[config.mk]
export PLATFORM = sky130hd
export DESIGN_NAME = mvu_apb_arbiter
export DESIGN_NICKNAME = d
export VERILOG_FILES = /design/src/rtl/mvu_pkg.sv /design/src/rtl/mvu_apb_arbiter_rr_arbiter.sv /design/src/rtl/mvu_apb_arbiter.sv
export SDC_FILE = /design/constraint.sdc
export NUM_CORES = 1
export LEC_CHECK = 0
export CORE_AREA = 3 3 263 265
export CTS_BUF_LIST = sky130_fd_sc_hd__clkbuf_16
export CTS_CLUSTER_DIAMETER = 80
export CTS_CLUSTER_SIZE = 14
export DETAILED_ROUTE_END_ITERATION = 8
export DIE_AREA = 0 0 266 268
export GPL_TIMING_DRIVEN = 0
export MAX_ROUTING_LAYER = met4
export SLEW_MARGIN = 20
export SYNTH_ARGS = -nofsm -noshare
export SYNTH_HDL_FRONTEND = slang
export SYNTH_SLANG_ARGS = --single-unit
export TNS_END_PERCENT = 1
[constraint.sdc]
create_clock -name clk_i -period 7.3 [get_ports clk_i]
set_clock_uncertainty 0.1 [all_clocks]
set_input_delay 1.46 -clock clk_i [delete_from_list [all_inputs] [get_ports clk_i]]
set_output_delay 1.46 -clock clk_i [all_outputs]
set_load 0.02 [all_outputs]
[src/rtl/mvu_pkg.sv]
// rtl/mvu_pkg.sv - shared types and widths for the MVU APB arbiter
package mvu_pkg;

    localparam int NMVU           = 8;
    localparam int APB_ADDR_WIDTH = 32;
    localparam int APB_DATA_WIDTH = 32;

    typedef enum logic [1:0] {
        IDLE   = 2'd0,
        SETUP  = 2'd1,
        ACCESS = 2'd2
    } apb_arb_state_e;

    // Folds v back into [0, n) for v < 2n; avoids a modulo for non-power-of-2 n.
    function automatic int rr_wrap(input int v, input int n);
        return (v >= n) ? (v - n) : v;
    endfunction

endpackage

[src/rtl/mvu_apb_arbiter_rr_arbiter.sv]
// rtl/mvu_apb_arbiter_rr_arbiter.sv - combinational round-robin search starting at ptr_i
module rr_arbiter
    import mvu_pkg::*;
#(
    parameter int NREQ  = 8,
    parameter int IDX_W = (NREQ > 1) ? $clog2(NREQ) : 1
) (
    input  logic [NREQ-1:0]  req_i,
    input  logic [IDX_W-1:0] ptr_i,
    output logic [NREQ-1:0]  gnt_o,
    output logic [IDX_W-1:0] idx_o,
    output logic             valid_o
);

    logic [IDX_W-1:0] pos;

    always_comb begin
        gnt_o   = '0;
        idx_o   = '0;
        valid_o = 1'b0;
        pos     = '0;
        for (int k = 0; k < NREQ; k++) begin
            pos = IDX_W'(rr_wrap(int'(ptr_i) + k, NREQ));
            if (!valid_o && req_i[pos]) begin
                valid_o    = 1'b1;
                gnt_o[pos] = 1'b1;
                idx_o      = pos;
            end
        end
    end

endmodule

[src/rtl/mvu_apb_arbiter.sv]
// rtl/mvu_apb_arbiter.sv - round-robin APB master arbiter; MVU_APB_ARB_TIMEOUT_EN enables ACCESS timeout
module mvu_apb_arbiter
    import mvu_pkg::*;
#(
    parameter int NREQ    = NMVU,
    parameter int ADDR_W  = APB_ADDR_WIDTH,
    parameter int DATA_W  = APB_DATA_WIDTH,
    parameter int TIMEOUT = 64
) (
    input  logic                     clk_i,
    input  logic                     rst_ni,
    input  logic [NREQ-1:0]          req_valid_i,
    output logic [NREQ-1:0]          req_ready_o,
    input  logic [NREQ-1:0]          req_write_i,
    input  logic [NREQ*ADDR_W-1:0]   req_addr_i,
    input  logic [NREQ*DATA_W-1:0]   req_wdata_i,
    output logic [NREQ-1:0]          rsp_valid_o,
    output logic [DATA_W-1:0]        rsp_rdata_o,
    output logic                     rsp_err_o,
    output logic [ADDR_W-1:0]        paddr_o,
    output logic [DATA_W-1:0]        pwdata_o,
    output logic                     psel_o,
    output logic                     penable_o,
    output logic                     pwrite_o,
    input  logic [DATA_W-1:0]        prdata_i,
    input  logic                     pready_i,
    input  logic                     pslverr_i
);

    localparam int IDX_W = (NREQ > 1) ? $clog2(NREQ) : 1;

    apb_arb_state_e   state_q, state_d;
    logic [IDX_W-1:0] rr_ptr_q, rr_ptr_d;
    logic [IDX_W-1:0] gnt_idx_q, gnt_idx_d;
    logic [ADDR_W-1:0] paddr_q, paddr_d;
    logic [DATA_W-1:0] pwdata_q, pwdata_d;
    logic              pwrite_q, pwrite_d;
    logic              psel_q, psel_d;
    logic              penable_q, penable_d;
    logic [NREQ-1:0]   rsp_valid_q, rsp_valid_d;
    logic [DATA_W-1:0] rsp_rdata_q, rsp_rdata_d;
    logic              rsp_err_q, rsp_err_d;

    logic [NREQ-1:0]   arb_gnt;
    logic [IDX_W-1:0]  arb_idx;
    logic              arb_any;
    logic              xfer_tmo;

    rr_arbiter #(
        .NREQ  (NREQ),
        .IDX_W (IDX_W)
    ) u_rr_arbiter (
        .req_i   (req_valid_i),
        .ptr_i   (rr_ptr_q),
        .gnt_o   (arb_gnt),
        .idx_o   (arb_idx),
        .valid_o (arb_any)
    );

    assign req_ready_o = (state_q == IDLE) ? arb_gnt : '0;

`ifdef MVU_APB_ARB_TIMEOUT_EN
    localparam int TMO_W = $clog2(TIMEOUT + 1);

    logic [TMO_W-1:0] tmo_q;

    // Counts ACCESS cycles; held at zero elsewhere so it starts clean on every entry.
    always_ff @(posedge clk_i or negedge rst_ni) begin
        if (!rst_ni) begin
            tmo_q <= '0;
        end else if (state_q == ACCESS) begin
            tmo_q <= tmo_q + 1'b1;
        end else begin
            tmo_q <= '0;
        end
    end

    assign xfer_tmo = (state_q == ACCESS) && !pready_i && (tmo_q == TMO_W'(TIMEOUT - 1));
`else
    assign xfer_tmo = 1'b0;
`endif

    always_comb begin
        state_d     = state_q;
        rr_ptr_d    = rr_ptr_q;
        gnt_idx_d   = gnt_idx_q;
        paddr_d     = paddr_q;
        pwdata_d    = pwdata_q;
        pwrite_d    = pwrite_q;
        psel_d      = psel_q;
        penable_d   = penable_q;
        rsp_valid_d = '0;
        rsp_rdata_d = rsp_rdata_q;
        rsp_err_d   = rsp_err_q;

        case (state_q)
            IDLE: begin
                if (arb_any) begin
                    state_d   = SETUP;
                    gnt_idx_d = arb_idx;
                    paddr_d   = req_addr_i[arb_idx*ADDR_W +: ADDR_W];
                    pwdata_d  = req_wdata_i[arb_idx*DATA_W +: DATA_W];
                    pwrite_d  = req_write_i[arb_idx];
                    rr_ptr_d  = (arb_idx == IDX_W'(NREQ - 1)) ? '0 : arb_idx + 1'b1;
                    psel_d    = 1'b1;
                    penable_d = 1'b0;
                end
            end
            SETUP: begin
                state_d   = ACCESS;
                penable_d = 1'b1;
            end
            ACCESS: begin
                if (pready_i) begin
                    state_d                = IDLE;
                    psel_d                 = 1'b0;
                    penable_d              = 1'b0;
                    rsp_valid_d[gnt_idx_q] = 1'b1;
                    rsp_rdata_d            = pwrite_q ? '0 : prdata_i;
                    rsp_err_d              = pslverr_i;
                end else if (xfer_tmo) begin
                    state_d                = IDLE;
                    psel_d                 = 1'b0;
                    penable_d              = 1'b0;
                    rsp_valid_d[gnt_idx_q] = 1'b1;
                    rsp_rdata_d            = '0;
                    rsp_err_d              = 1'b1;
                end
            end
            default: begin
                state_d   = IDLE;
                psel_d    = 1'b0;
                penable_d = 1'b0;
            end
        endcase
    end

    always_ff @(posedge clk_i or negedge rst_ni) begin
        if (!rst_ni) begin
            state_q     <= IDLE;
            rr_ptr_q    <= '0;
            gnt_idx_q   <= '0;
            paddr_q     <= '0;
            pwdata_q    <= '0;
            pwrite_q    <= 1'b0;
            psel_q      <= 1'b0;
            penable_q   <= 1'b0;
            rsp_valid_q <= '0;
            rsp_rdata_q <= '0;
            rsp_err_q   <= 1'b0;
        end else begin
            state_q     <= state_d;
            rr_ptr_q    <= rr_ptr_d;
            gnt_idx_q   <= gnt_idx_d;
            paddr_q     <= paddr_d;
            pwdata_q    <= pwdata_d;
            pwrite_q    <= pwrite_d;
            psel_q      <= psel_d;
            penable_q   <= penable_d;
            rsp_valid_q <= rsp_valid_d;
            rsp_rdata_q <= rsp_rdata_d;
            rsp_err_q   <= rsp_err_d;
        end
    end

    assign paddr_o     = paddr_q;
    assign pwdata_o    = pwdata_q;
    assign pwrite_o    = pwrite_q;
    assign psel_o      = psel_q;
    assign penable_o   = penable_q;
    assign rsp_valid_o = rsp_valid_q;
    assign rsp_rdata_o = rsp_rdata_q;
    assign rsp_err_o   = rsp_err_q;

endmodule
; ---- After elaboration in Yosys (flattened, before gate mapping)
; Cells that the tools add are included.
[classes]
shift = 2
reduce_logical = 28
addsub = 16
eq_ne = 5
mux = 81
magnitude_cmp = 27
n_bitwise = 8
[ops]
columns = operator, n
row1 = $shiftx A256 B9 Y32, 2
row2 = $mux W8, 11
row3 = $or A8 B8 Y8, 7
row4 = $mux W3, 17
row5 = $lt A3 B4 Y1 const B, 10
row6 = $mux W32, 1
row7 = $mux W1, 29
row8 = $ge A4 B4 Y1 const B, 7
row9 = $bmux W1 S3, 9
row10 = $demux W1 S3, 9
row11 = $ge A3 B1 Y1 const B, 9
row12 = $sub A3 B1 Y3 const B, 8
row13 = $add A3 B3 Y4 const B, 4
row14 = $logic_and A1 B1 Y1, 16
row15 = $add A3 B2 Y4 const B, 2
row16 = $logic_not A1 Y1, 7
row17 = $pmux W1 S3, 2
row18 = $pmux W2 S3, 1
row19 = $reduce_and A2 Y1, 3
row20 = $add A3 B1 Y4 const B, 1
row21 = $ge A3 B4 Y1 const B, 1
row22 = $mux W2, 2
row23 = $ne A2 B2 Y1 const B, 2
row24 = $add A3 B1 Y3 const B, 1
row25 = 6 further kinds, 6
[word_totals]
output_inout_bits = 116
elab_cells = 178
register_bits = 116
input_bits = 564

; ---- Longest topological paths before layout
; Gate-level depths: netlist (run 1).
[depth]
depth_word = 28
depth_mapped = 16
mapped_depth_nobuf = 12

; ---- By module
; A second synthesis (run 1) with hierarchy kept.
[hier_totals]
hier_cells = 1020
area_unflattened_um2 = 10228.6
[by_module_without_submodules]
columns = module, instances, area_per_inst_um2, seq_area_each_um2, cells_per_inst
row1 = mvu_apb_arbiter, 1, 8804.7, 2877.8, 862
row2 = rr_arbiter, 1, 1423.9, 0.0, 158

; ---- Least setup slack after synthesis (run 1)
; No wires, ideal clock.
[synth_path]
path_kind = input port to output port
startpoint = in req_valid_i[7]
endpoint = out req_ready_o[6]
cell_stages = 9
arrival_ns = 3.931
slack_ns = 1.809
n_path_buf = 1
t_required_ns = 5.740
path_cell_list = mux4_2 a221oi_4 a32oi_2 buf_6 nor4_1 a222oi_1 nand2_1 nor2_1 a211oi_1
[synth_via]
elab_chain_cells = 25
word_cells_on_any_way = 53
cone_classes = mux (32) / bitwise (7) / reduce/logical (14)
[synth_rtl]
columns = element, line_no
row1 = start: declaration, mvu_apb_arbiter.sv:12  ; input logic [NREQ-1:0] req_valid_i,
row2 = $bmux W1 S3, mvu_apb_arbiter_rr_arbiter.sv:24  ; if (!valid_o && req_i[pos]) begin
row3 = $mux W1 (not written as such), mvu_apb_arbiter_rr_arbiter.sv:24
row4 = $mux W1, mvu_apb_arbiter_rr_arbiter.sv:24
row5 = $logic_not A1 Y1, mvu_apb_arbiter_rr_arbiter.sv:24
row6 = $logic_and A1 B1 Y1, mvu_apb_arbiter_rr_arbiter.sv:24
row7 = $mux W1, mvu_apb_arbiter_rr_arbiter.sv:24
row8 = $logic_not A1 Y1, mvu_apb_arbiter_rr_arbiter.sv:24
row9 = $logic_and A1 B1 Y1, mvu_apb_arbiter_rr_arbiter.sv:24
row10 = [... 9 more ...], --
row11 = $mux W1, mvu_apb_arbiter_rr_arbiter.sv:24
row12 = $logic_not A1 Y1, mvu_apb_arbiter_rr_arbiter.sv:24
row13 = $logic_and A1 B1 Y1, mvu_apb_arbiter_rr_arbiter.sv:24
row14 = $mux W1, mvu_apb_arbiter_rr_arbiter.sv:24
row15 = $logic_not A1 Y1, mvu_apb_arbiter_rr_arbiter.sv:24
row16 = $logic_and A1 B1 Y1, mvu_apb_arbiter_rr_arbiter.sv:24
row17 = $mux W8 *, mvu_apb_arbiter_rr_arbiter.sv:24
row18 = $mux W8 *, mvu_apb_arbiter.sv:60  ; assign req_ready_o = (state_q == IDLE) ? arb_gnt : '0;
row19 = end: declaration, mvu_apb_arbiter.sv:13  ; output logic [NREQ-1:0] req_ready_o,
; Every way passes the cells marked *; elsewhere a longest branch is shown, timed or not. The select of a mux whose other input is x is not followed.

; ---- Worst setup path after layout (run 1)
[layout_path]
startpoint = in req_valid_i[5]
endpoint = out req_ready_o[0]
; The elaborated chain is that of the path after synthesis.

==> results of run 1 <==
## logic make-up (layout without fill, tap and decap cells)
family,count (synthesis),count (layout)
AND/OR/NAND/NOR,480,480
flip-flops,115,115
adder cells (fa/ha/maj),8,8
multiplexers,40,40
buffers and inverters,192,905
other,0,22
XOR/XNOR,3,3
AO/OA/AOI/OAI,472,472
## area by class of cell
| type | count | area, sq um | area share |
|---|---|---|---|
| multi-input cells | 1003 | 7740 | 0.384 |
| well taps | 873 | 1090 | 0.0542 |
| inverters | 8 | 30.0 | 0.00149 |
| repair buffers | 682 | 6850 | 0.340 |
| plain buffers | 184 | 882 | 0.0437 |
| clock inverters | 14 | 210 | 0.0104 |
| diodes | 22 | 55.1 | 0.00273 |
| flip-flops and latches | 115 | 2880 | 0.143 |
| clock buffers | 17 | 425 | 0.0211 |
## report_power, final
| group | total [mW] | leakage, nW | internal [mW] | switching (mW) |
|---|---|---|---|---|
| combinational | 10.4 | 6.39 | 3.74 | 6.62 |
| sequential | 1.23 | 1.38 | 0.992 | 0.233 |
| clock | 0.983 | 0.303 | 0.602 | 0.381 |
## state kept, by name, indices dropped and copies added (netlist names)
| name | flops |
|---|---|
| rr_ptr_q | 3 |
| rsp_rdata_o | 32 |
| state_q | 1 |
| rsp_valid_o | 8 |
| penable_o | 1 |
| psel_o | 1 |
| rsp_err_o | 1 |
| paddr_o | 32 |
| pwrite_o | 1 |
| gnt_idx_q | 3 |
| pwdata_o | 32 |
## metal layers
layer	wire, um	part of all wire	track usage	up-vias
met5	0	0	-	-
met4	2530	0.029	0.0707	0
met3	7000	0.081	0.0639	129
met2	42100	0.48	0.401	967
met1	35200	0.41	0.283	7773
li1	-	-	-	6780
## how the worst min path moves through the flow
stage	start	endpoint	slack (ps)	cells after the start
6_report	rsp_rdata_o[25]$_DFFE_PN0P_	rsp_rdata_o[25]$_DFFE_PN0P_	380	2
5_1_grt	rsp_rdata_o[26]$_DFFE_PN0P_	rsp_rdata_o[26]$_DFFE_PN0P_	410	2
4_1_cts	rsp_err_o$_DFFE_PN0P_	rsp_err_o$_DFFE_PN0P_	390	2
3_5_place_dp	rsp_err_o$_DFFE_PN0P_	rsp_err_o$_DFFE_PN0P_	370	2
3_3_place_gp	rsp_rdata_o[28]$_DFFE_PN0P_	rsp_rdata_o[28]$_DFFE_PN0P_	360	2
2_1_floorplan	gnt_idx_q[0]$_DFFE_PN0P_	rsp_valid_o[4]$_DFF_PN0_	390	1
## worst min-delay path: stages, from the launching register on
cell	delay, ps
dfrtp_1	340
nand2_1	40
o21ai_0	60
## cell usage in the layout (no fill, tap or decap), types with 66 or more instances in the layout
cell type,n
clkdlybuf4s50_1,678
nand2_1,66
o211a_1,66
clkbuf_1,100
a211oi_1,131
nand4_1,67
o211ai_1,66
dfrtp_1,115
and3_1,131
## through the flow
stage	instance area (sq um)	setup slack, ps	utilization	hold slack (ps)	power [mW]
global placement	19400	-495	0.290	364	11.4
finish	20200	450	0.301	384	12.6
floorplan	11500	1810	-	385	7.12
global route	20100	238	0.300	408	13.3
detailed placement	19500	489	0.290	372	11.5
CTS	20100	496	0.300	387	12.5
==> key figures, run 1 <==
Placement
  • DP Wirelength: around 70 mm
  • Placed Cells: between 2000 and 3000
  • Routability cong.: between 0.9 and 1
  • # port buffers: about 680

Yosys
  • Post-synth EDFFs: 0
  • Synth Area in Simple Gates: 0.281
  • Seq cells post-synth: approximately 120
  • Sequential element share of the synthesized area: 0.250
  • Synth top cells by count: a211oi_1 (131), and3_1 (131), dfrtp_1 (115), clkbuf_1 (101), nand4_1 (67)
  • Yosys top cell area share: 0.250
  • Mux contribution to synthesized area: 0.0512
  • Combinational family with the most area after synthesis: compound AO/OA/AOI/OAI gates
  • Post-Synth XOR/XNOR Area: 0.00228
  • Avg Inst Size Synth: ~9 sq um
  • Asr flop ratio synth: 1.00
  • Synth Area in Compound Gates: 0.329
  • Post-synthesis adder-cell area fraction: 0.00869
  • Net Count, Synth: about 1900
  • Post-Synthesis Cells: between 1000 and 1500
  • Yosys top cell by area: dfrtp_1
  • Top FF cell, synth: dfrtp_1
  • Leading post-synthesis cells by cell area: dfrtp_1 (25%), a211oi_1 (8.5%), and3_1 (7.1%)
  • Ys Warns: 0
  • Netlist cell types: 75
  • Post-Syn Area: about 12000 sq um

Layout
  • Layout cells sized above 1: 0.0801
  • Fin nets: ~2600
  • Cell Count, Final, Fillers Out: approximately 2900
  • Synth-to-Final Area Change: 75.0%
  • Filler Cell Count: 7042

Critical path
  • Cell mode on critical path: clkdlybuf4s50_1
  • Critical path class: in -> out
  • Crit path cell chain: clkdlybuf4s50_1 > mux4_2 > a221oi_4 > a32oi_2 > buf_6 > nor4_1 > a221o_1 > nor2_1 > nor3_1 > clkdlybuf4s50_1
  • Critical path launch point type: input port
  • R2r setup slk: 1310 ps
  • Crit-path leading delay family: buffers and inverters
  • Worst Setup End Kind: output port
  • Worst path depth: 10
  • Worst Path Max Fanout: 10
  • CP Data Required Time: between 5000 and 6000 ps
  • CP endpoint: req_ready_o[0]
  • CP max-delay cell: clkdlybuf4s50_1
  • Crit. Startpoint: req_valid_i[5]
  • Crit-path max cell delay: 700 ps
  • Worst R2R End: paddr_o[5]$_DFFE_PN0P_
  • R2r worst-path depth: 14
  • WP buf/inv: 3
  • Critical R2R Launch: rr_ptr_q[2]$_DFFE_PN0P_
  • Arrival time worst endpoint: approximately 5300 ps

Clock network
  • Worst-path clk slew: ~60 ps
  • Clock sink count: 115
  • CTS Buf Count: 17
  • CTS tree: done
  • Post-CTS Setup Bufs: 0
  • H-tree lvl count: 4
  • Clk root buf: clkbuf_16
  • CTS Hold Bufs: 0
  • Post-cts gate resize count: 0
  • CTS Buffer Depth: 2
  • Clk_lat worst skew: approximately 480 ps

Min path
  • Worst min-delay path class: reg -> reg

Pwr
  • Maximum VDD drop: ~0.30 mV
  • Lkg Pwr: around 8.1 nW
  • Power Dens Cells: 623 nW/um^2

STA
  • Final worst-path cycle share: 0.938
  • RSZ-0062 raised after global routing: false
  • Hold Violations, Final: 0
  • Achievable Freq: around 150 MHz
  • Slew HR: 0.138
  • Worst slew pin tran: between 1000 and 1500 ps
  • Setup Viol. Count Final: 0
  • Tmin final: approximately 7000 ps
  • TNS Setup: 0 ps
  • Final Slew Violations: 0

Floorplan
  • Row cnt: 95
  • Starting Density: 0.172
  • Ports: a little under 700
  • Die height: between 200 and 300 um
  • Die area: between 70000 and 80000 sq um
  • Core area: approximately 67000 sq um
  • Die Wd: between 200 and 300 um

Global route
  • Global-route wire length before repair: between 100 and 150 mm
  • Grt total ovfl: 0
  • Initial antenna violation count: 21
  • Gr usage total: 0.240
  • Vias in the first global route: roughly 16000
  • Pin count of the biggest net entering global routing: 84

Routing
  • Via count: around 16000
  • Post-Route WL: 86.9 mm
  • WL/cell: 29.8 um
  • Antenna-violating nets left: 0
  • First DRT Iteration DRCs: 1338
  • Via density per instance: approximately 5.4
  • Drc violations: 0
  • 1st-pass router iterations: 7

Job
  • Max-cap violation count: 0

Run status
  • Outcome: finished clean
Power figures use the tool's default switching activity.
==> run 2, diff against run 1 <==
Settings changed: MAX_ROUTING_LAYER met4 to not set.
Clock period 7.3 ns to 5.9 ns, I/O delays scaled along.
==> key figures, run 2 (synthesized netlist as in run 1, its figures left out) <==
Floorplan
  • Die area: 71300 sq um (unchanged)
  • Die height: 268 um (unchanged)
  • Die Wd: 266 um (unchanged)
  • Ports: 680 (unchanged)
  • Starting Density: 0.172 (unchanged)
  • Row cnt: 95 (unchanged)
  • Core area: 67000 sq um (unchanged)

Routing
  • Via density per instance: 5.35 (was 5.36)
  • Via count: 15532 (was 15649)
  • Antenna-violating nets left: 0 (unchanged)
  • First DRT Iteration DRCs: 1391 (was 1338)
  • M1 wire length: 34.9 mm (was 35.2 mm)
  • WL/cell: 29.7 um (was 29.8 um)
  • Met3 Routed Length: 6.79 mm (was 7.00 mm)
  • Highest routed metal layer: met5 (was met4)
  • Drc violations: 0 (unchanged)
  • Post-Route WL: 86.4 mm (was 86.9 mm)
  • 1st-pass router iterations: 5 (was 7)
  • WL met2: 41.4 mm (was 42.1 mm)

Placement
  • # port buffers: 679 (unchanged)
  • Placed Cells: 2865 (was 2864)
  • Routability cong.: 0.936 (was 0.955)
  • DP Wirelength: 69.9 mm (was 70.2 mm)

Global route
  • Grt total ovfl: 0 (unchanged)
  • Gr usage total: 0.233 (was 0.240)
  • Pin count of the biggest net entering global routing: 85 (was 84)
  • Initial antenna violation count: 18 (was 21)
  • Global-route wire length before repair: 119 mm (about the same)
  • Vias in the first global route: 16316 (was 16370)

STA
  • RSZ-0062 raised after global routing: true (was false)
  • Hold Violations, Final: 0 (unchanged)
  • Setup Viol. Count Final: 0 (unchanged)
  • TNS Setup: 0 ps (unchanged)
  • Worst slew pin tran: 1020 ps (was 1280 ps)
  • Final Slew Violations: 0 (unchanged)
  • Final worst-path cycle share: 0.983
  • Achievable Freq: between 150 and 200 MHz
  • Tmin final: roughly 5800 ps
  • Hold_ws: 378 ps (was 384 ps)
  • Slew HR: 0.318 (was 0.138)

Critical path
  • Worst Path Max Fanout: 10 (unchanged)
  • Worst Setup End Kind: output port (unchanged)
  • Critical path class: in -> out (unchanged)
  • Critical path launch point type: input port (unchanged)
  • CP Data Required Time: 4620 ps (was 5740 ps)
  • Arrival time worst endpoint: 4520 ps (was 5290 ps)

Clock network
  • CTS Buf Count: 17 (unchanged)
  • CTS Buffer Depth: 2 (unchanged)
  • Clk root buf: clkbuf_16 (unchanged)
  • Clk_lat worst skew: 480 ps (about the same)
  • CTS tree: done (unchanged)
  • Worst-path clk slew: 60 ps (about the same)
  • H-tree lvl count: 4 (unchanged)
  • Clock sink count: 115 (unchanged)
  • CTS Hold Bufs: 0 (unchanged)
  • Post-CTS Setup Bufs: 0 (unchanged)

Pwr
  • Lkg Pwr: 8.15 nW (was 8.07 nW)
  • Power Dens Cells: 766 nW/um^2 (was 623 nW/um^2)
  • Maximum VDD drop: 0.323 mV (was 0.302 mV)

Run status
  • Outcome: finished clean (unchanged)

Layout
  • Synth-to-Final Area Change: 74.8% (was 75.0%)
  • Post-layout util: 0.300 (was 0.301)
  • Layout cells sized above 1: 0.0884 (was 0.0801)
  • Cell Count, Final, Fillers Out: 2903 (was 2918)
  • Most frequent cells in the layout: clkdlybuf4s50_1 (670), and3_1 (131), a211oi_1 (130) (was clkdlybuf4s50_1 (678), and3_1 (131), a211oi_1 (131))
  • Most common cell after layout, fill and taps aside: clkdlybuf4s50_1 (unchanged)
  • Fin nets: 2583 (unchanged)

Min path
  • Worst min-delay path class: reg -> reg (unchanged)

Job
  • Max-cap violation count: 0 (unchanged)
run 2: worst max-delay path, stage by stage:
cell	delay [ps]
clkdlybuf4s50_1	500
mux4_2	590
a221oi_4	320
a32oi_2	210
buf_6	200
nor3_1	180
a21oi_1	100
mux2_2	290
o21a_1	170
nor3_1	370
dlygate4sd2_1	400
run 2: power breakdown:
| part | switching, mW | internal [mW] | leakage (nW) |
|---|---|---|---|
| combinational | 8.20 | 4.65 | 6.51 |
| clock | 0.493 | 0.579 | 0.267 |
| sequential | 0.283 | 1.23 | 1.38 |
| total | 8.97 | 6.45 | 8.15 |
run 2: area by class of cell:
| cell class | count | area [sq um] |
|---|---|---|
| Antenna cell | 6 | 15.0 |
| Buffer | 184 | 888 |
| Clock buffer | 17 | 425 |
| Clock inverter | 15 | 133 |
| Fill cell | 7043 | 46900 |
| Inverter | 8 | 30.0 |
| Multi-Input combinational cell | 1003 | 7820 |
| Sequential cell | 115 | 2880 |
| Tap cell | 873 | 1090 |
| Timing Repair Buffer | 682 | 6850 |
run 2: final timing paths:
check	startpoint	endpoint	slack, ps	cells after the start
worst max-delay path	req_valid_i[7]	req_ready_o[0]	100	11
worst min-delay path	rsp_rdata_o[6]$_DFFE_PN0P_	rsp_rdata_o[6]$_DFFE_PN0P_	380	2
worst max register to register	rr_ptr_q[0]$_DFFE_PN0P_	paddr_o[4]$_DFFE_PN0P_	350	14
worst min register to register	rsp_rdata_o[6]$_DFFE_PN0P_	rsp_rdata_o[6]$_DFFE_PN0P_	380	2
max in group asynchronous	rst_ni	pwdata_o[14]$_DFFE_PN0P_	4480	2
min in group asynchronous	rst_ni	rsp_valid_o[3]$_DFF_PN0_	450	1
run 2: routing by layer:
layer  track usage  vias up
met5             0        -
met1         0.283     7695
met2         0.396      918
met3        0.0613      150
li1              -     6751
met4        0.0867       18
run 2: repair_timing:
| action | CTS | global route |
|---|---|---|
| gates cloned | 0 | 0 |
| endpoints found under the hold margin | 0 | 0 |
| setup endpoints to repair | 9 | 8 |
| resized for setup | 12 | 11 |
run 2: metrics by stage:
stage	instance area [sq um]	worst slack, ps	power (mW)
global route	20100	-7.68	16.4
detailed placement	19500	-446	14.2
floorplan	11500	969	8.81
finish	20100	98.8	15.4
CTS	20100	-95.6	15.3
global placement	19400	-1550	14.0
==> run 3, diff against run 2 <==
Settings changed: CORE_AREA 3 3 263 265 to 3 3 267 269, DIE_AREA 0 0 266 268 to 0 0 270 272, SYNTH_HIERARCHICAL set to 1.
Clock period 5.9 ns to 4.97 ns, I/O delays scaled along.
==> key figures, run 3 <==
Pwr
  • Lkg Pwr: 7.45 nW (was 8.15 nW)
  • Power Dens Cells: 959 nW/um^2 (was 766 nW/um^2)
  • Pwr Total: 18.4 mW (was 15.4 mW)
  • Maximum VDD drop: 0.752 mV (was 0.323 mV)

Floorplan
  • Die area: 73400 sq um (was 71300 sq um)
  • Starting Density: 0.149 (was 0.172)
  • Row cnt: 96 (was 95)
  • Die Wd: 270 um (was 266 um)
  • Ports: 680 (unchanged)
  • Die height: 272 um (was 268 um)
  • Core area: 68800 sq um (was 67000 sq um)

Job
  • Max-cap violation count: 0 (unchanged)

Clock network
  • Clock sink count: 115 (unchanged)
  • CTS Buf Count: 17 (unchanged)
  • CTS Hold Bufs: 0 (unchanged)
  • Clk root buf: clkbuf_16 (unchanged)
  • H-tree lvl count: 4 (unchanged)
  • CTS Buffer Depth: 2 (unchanged)
  • CTS tree: done (unchanged)
  • Worst-path clk slew: 60 ps (about the same)
  • Clk_lat worst skew: 480 ps (about the same)

Placement
  • # port buffers: 679 (unchanged)
  • Placed Cells: 2631 (was 2865)
  • DP Wirelength: 54.9 mm (was 69.9 mm)
  • Routability cong.: 0.932 (was 0.936)

Layout
  • Layout cells sized above 1: 0.203 (was 0.0884)
  • Most common cell after layout, fill and taps aside: clkdlybuf4s50_1 (unchanged)
  • Filler Cell Count: 7269 (was 7043)
  • Cell Count, Final, Fillers Out: 2692 (was 2903)
  • Reg area: 2880 sq um (about the same)
  • Fin nets: 2305 (was 2583)
  • Most frequent cells in the layout: clkdlybuf4s50_1 (664), mux2_2 (138), mux2i_1 (135) (was clkdlybuf4s50_1 (670), and3_1 (131), a211oi_1 (130))
  • Multi-input logic area: 6900 sq um (was 7820 sq um)
  • Synth-to-Final Area Change: 87.4% (was 74.8%)

Global route
  • Global-route wire length before repair: 93.0 mm (was 119 mm)
  • Pin count of the biggest net entering global routing: 71 (was 85)
  • Vias in the first global route: 12723 (was 16316)
  • Grt total ovfl: 0 (unchanged)
  • Initial antenna violation count: 25 (was 18)
  • Gr usage total: 0.176 (was 0.233)

Yosys
  • Avg Inst Size Synth: 10.0 sq um (was 8.79 sq um)
  • Sequential element share of the synthesized area: 0.281 (was 0.250)
  • Yosys top cell by area: dfrtp_1 (unchanged)
  • Netlist cell types: 67 (was 75)
  • Post-Syn Area: 10200 sq um (was 11500 sq um)
  • Post-Synthesis Cells: 1020 (was 1310)
  • Net Count, Synth: 1592 (was 1882)
  • Yosys top cell area share: 0.281 (was 0.250)
  • Top FF cell, synth: dfrtp_1 (unchanged)
  • Synth top cells by count: mux2i_1 (142), mux2_2 (139), nand2_1 (119), dfrtp_1 (115), o22ai_1 (69) (was a211oi_1 (131), and3_1 (131), dfrtp_1 (115), clkbuf_1 (101), nand4_1 (67))
  • Asr flop ratio synth: 1.00 (unchanged)
  • Most common cell in the netlist: mux2i_1
  • Seq cells post-synth: 115 (unchanged)
  • Ys Warns: 6 (was 0)
  • Post-synth EDFFs: 0 (unchanged)
  • Leading post-synthesis cells by cell area: dfrtp_1 (28%), mux2_2 (15%), mux2i_1 (14%) (was dfrtp_1 (25%), a211oi_1 (8.5%), and3_1 (7.1%))

STA
  • RSZ-0062 raised after global routing: true (unchanged)
  • Achievable Freq: slightly above 200 MHz
  • Worst slew pin tran: 950 ps (was 1020 ps)
  • Final Slew Violations: 0 (unchanged)
  • Final worst-path cycle share: 0.973
  • Slew HR: 0.367 (was 0.318)
  • Setup Viol. Count Final: 0 (unchanged)
  • Hold Violations, Final: 0 (unchanged)
  • Tmin final: roughly 4800 ps

Critical path
  • Worst Setup End Kind: output port (unchanged)
  • Critical path class: in -> out (unchanged)
  • CP Data Required Time: 3880 ps (was 4620 ps)
  • Critical path launch point type: input port (unchanged)
  • Worst Path Max Fanout: 7 (was 10)
  • Arrival time worst endpoint: 3740 ps (was 4520 ps)

Run status
  • Outcome: finished clean (unchanged)

Routing
  • Antenna-violating nets left: 0 (unchanged)
  • WL/cell: 25.0 um (was 29.7 um)
  • First DRT Iteration DRCs: 615 (was 1391)
  • 1st-pass router iterations: 5 (unchanged)
  • Via count: 11827 (was 15532)
  • Via density per instance: 4.39 (was 5.35)
  • Post-Route WL: 67.3 mm (was 86.4 mm)
  • Drc violations: 0 (unchanged)

Min path
  • Worst min-delay path class: in -> async (was reg -> reg)
run 3: cell count changes after synthesis, sizes merged, moves of 65 or more:
cell,previous run,this run
o32ai,66,1
o211a,67,0
and4,65,0
mux2i,17,142
nand4,67,2
o31ai,2,67
o22ai,1,69
a22o,0,65
a211oi,132,6
mux2,11,143
and3,131,0
run 3: timing repair:
item / CTS / global route
buffers inserted: 13 / 5
cloned: 0 / 0
endpoints found under the setup margin: 75 / 68
gates resized for setup: 94 / 30
pin swaps: 6 / 6
run 3: per-layer routing:
metal,up-vias,track usage,wire length (um)
met5,-,0,20
met4,2,0.0755,2210
met3,88,0.0566,4900
met2,594,0.304,34000
met1,5790,0.199,26200
li1,5353,-,-
run 3: area by class of cell:
class | count | area share
Timing Repair Buffer | 698 | 0.362
Multi-Input combinational cell | 801 | 0.360
Sequential cell | 115 | 0.150
Tap cell | 931 | 0.0608
Buffer | 90 | 0.0305
Clock buffer | 17 | 0.0222
Clock inverter | 15 | 0.00940
Inverter | 10 | 0.00248
Antenna cell | 15 | 0.00196
run 3: report_power, final:
| group | internal [mW] | switching (mW) |
|---|---|---|
| clock | 0.789 | 0.560 |
| combinational | 6.51 | 8.81 |
| sequential | 1.41 | 0.296 |
| total | 8.71 | 9.66 |
run 3: critical path, stage by stage:
cell,delay [ps]
clkdlybuf4s50_1,520
mux2_4,350
mux4_2,580
or4_1,520
o21ai_2,180
o22ai_1,90
a31oi_1,150
and2_1,160
buf_2,180
run 3: path summary, 6_finish.rpt:
kind / to / start / cells past startpoint / slack [ps]
min in group clk_i: pwdata_o[27]$_DFFE_PN0P_ / pwdata_o[27]$_DFFE_PN0P_ / 2 / 380
max in group asynchronous: pwdata_o[7]$_DFFE_PN0P_ / rst_ni / 2 / 3660
worst min register to register: pwdata_o[27]$_DFFE_PN0P_ / pwdata_o[27]$_DFFE_PN0P_ / 2 / 380
worst max-delay path: req_ready_o[4] / req_valid_i[6] / 9 / 130
worst min-delay path: rsp_rdata_o[29]$_DFFE_PN0P_ / rst_ni / 1 / 310
worst max register to register: paddr_o[0]$_DFFE_PN0P_ / rr_ptr_q[1]$_DFFE_PN0P_ / 17 / 260
run 3: through the flow:
stage / setup TNS, ps / setup slack [ps] / utilization / area, sq um / hold WS [ps]
finish: 0 / 132 / 0.279 / 19200 / 306
floorplan: 0 / 407 / - / 10200 / 382
global route: -5.60 / -5.60 / 0.278 / 19200 / 307
detailed placement: -60920 / -1070 / 0.265 / 18200 / 367
CTS: -171 / -58.8 / 0.278 / 19100 / 289
global placement: -327910 / -2360 / 0.264 / 18200 / 363
run 3: cells by family after synthesis:
group,Yosys count,share of synthesized area
flops,115,0.281
fa+ha+maj,8,0.00979
xor+xnor,3,0.00404
mux,297,0.327
compound gates,282,0.219
buf+inv,104,0.0606
simple gates,211,0.0986
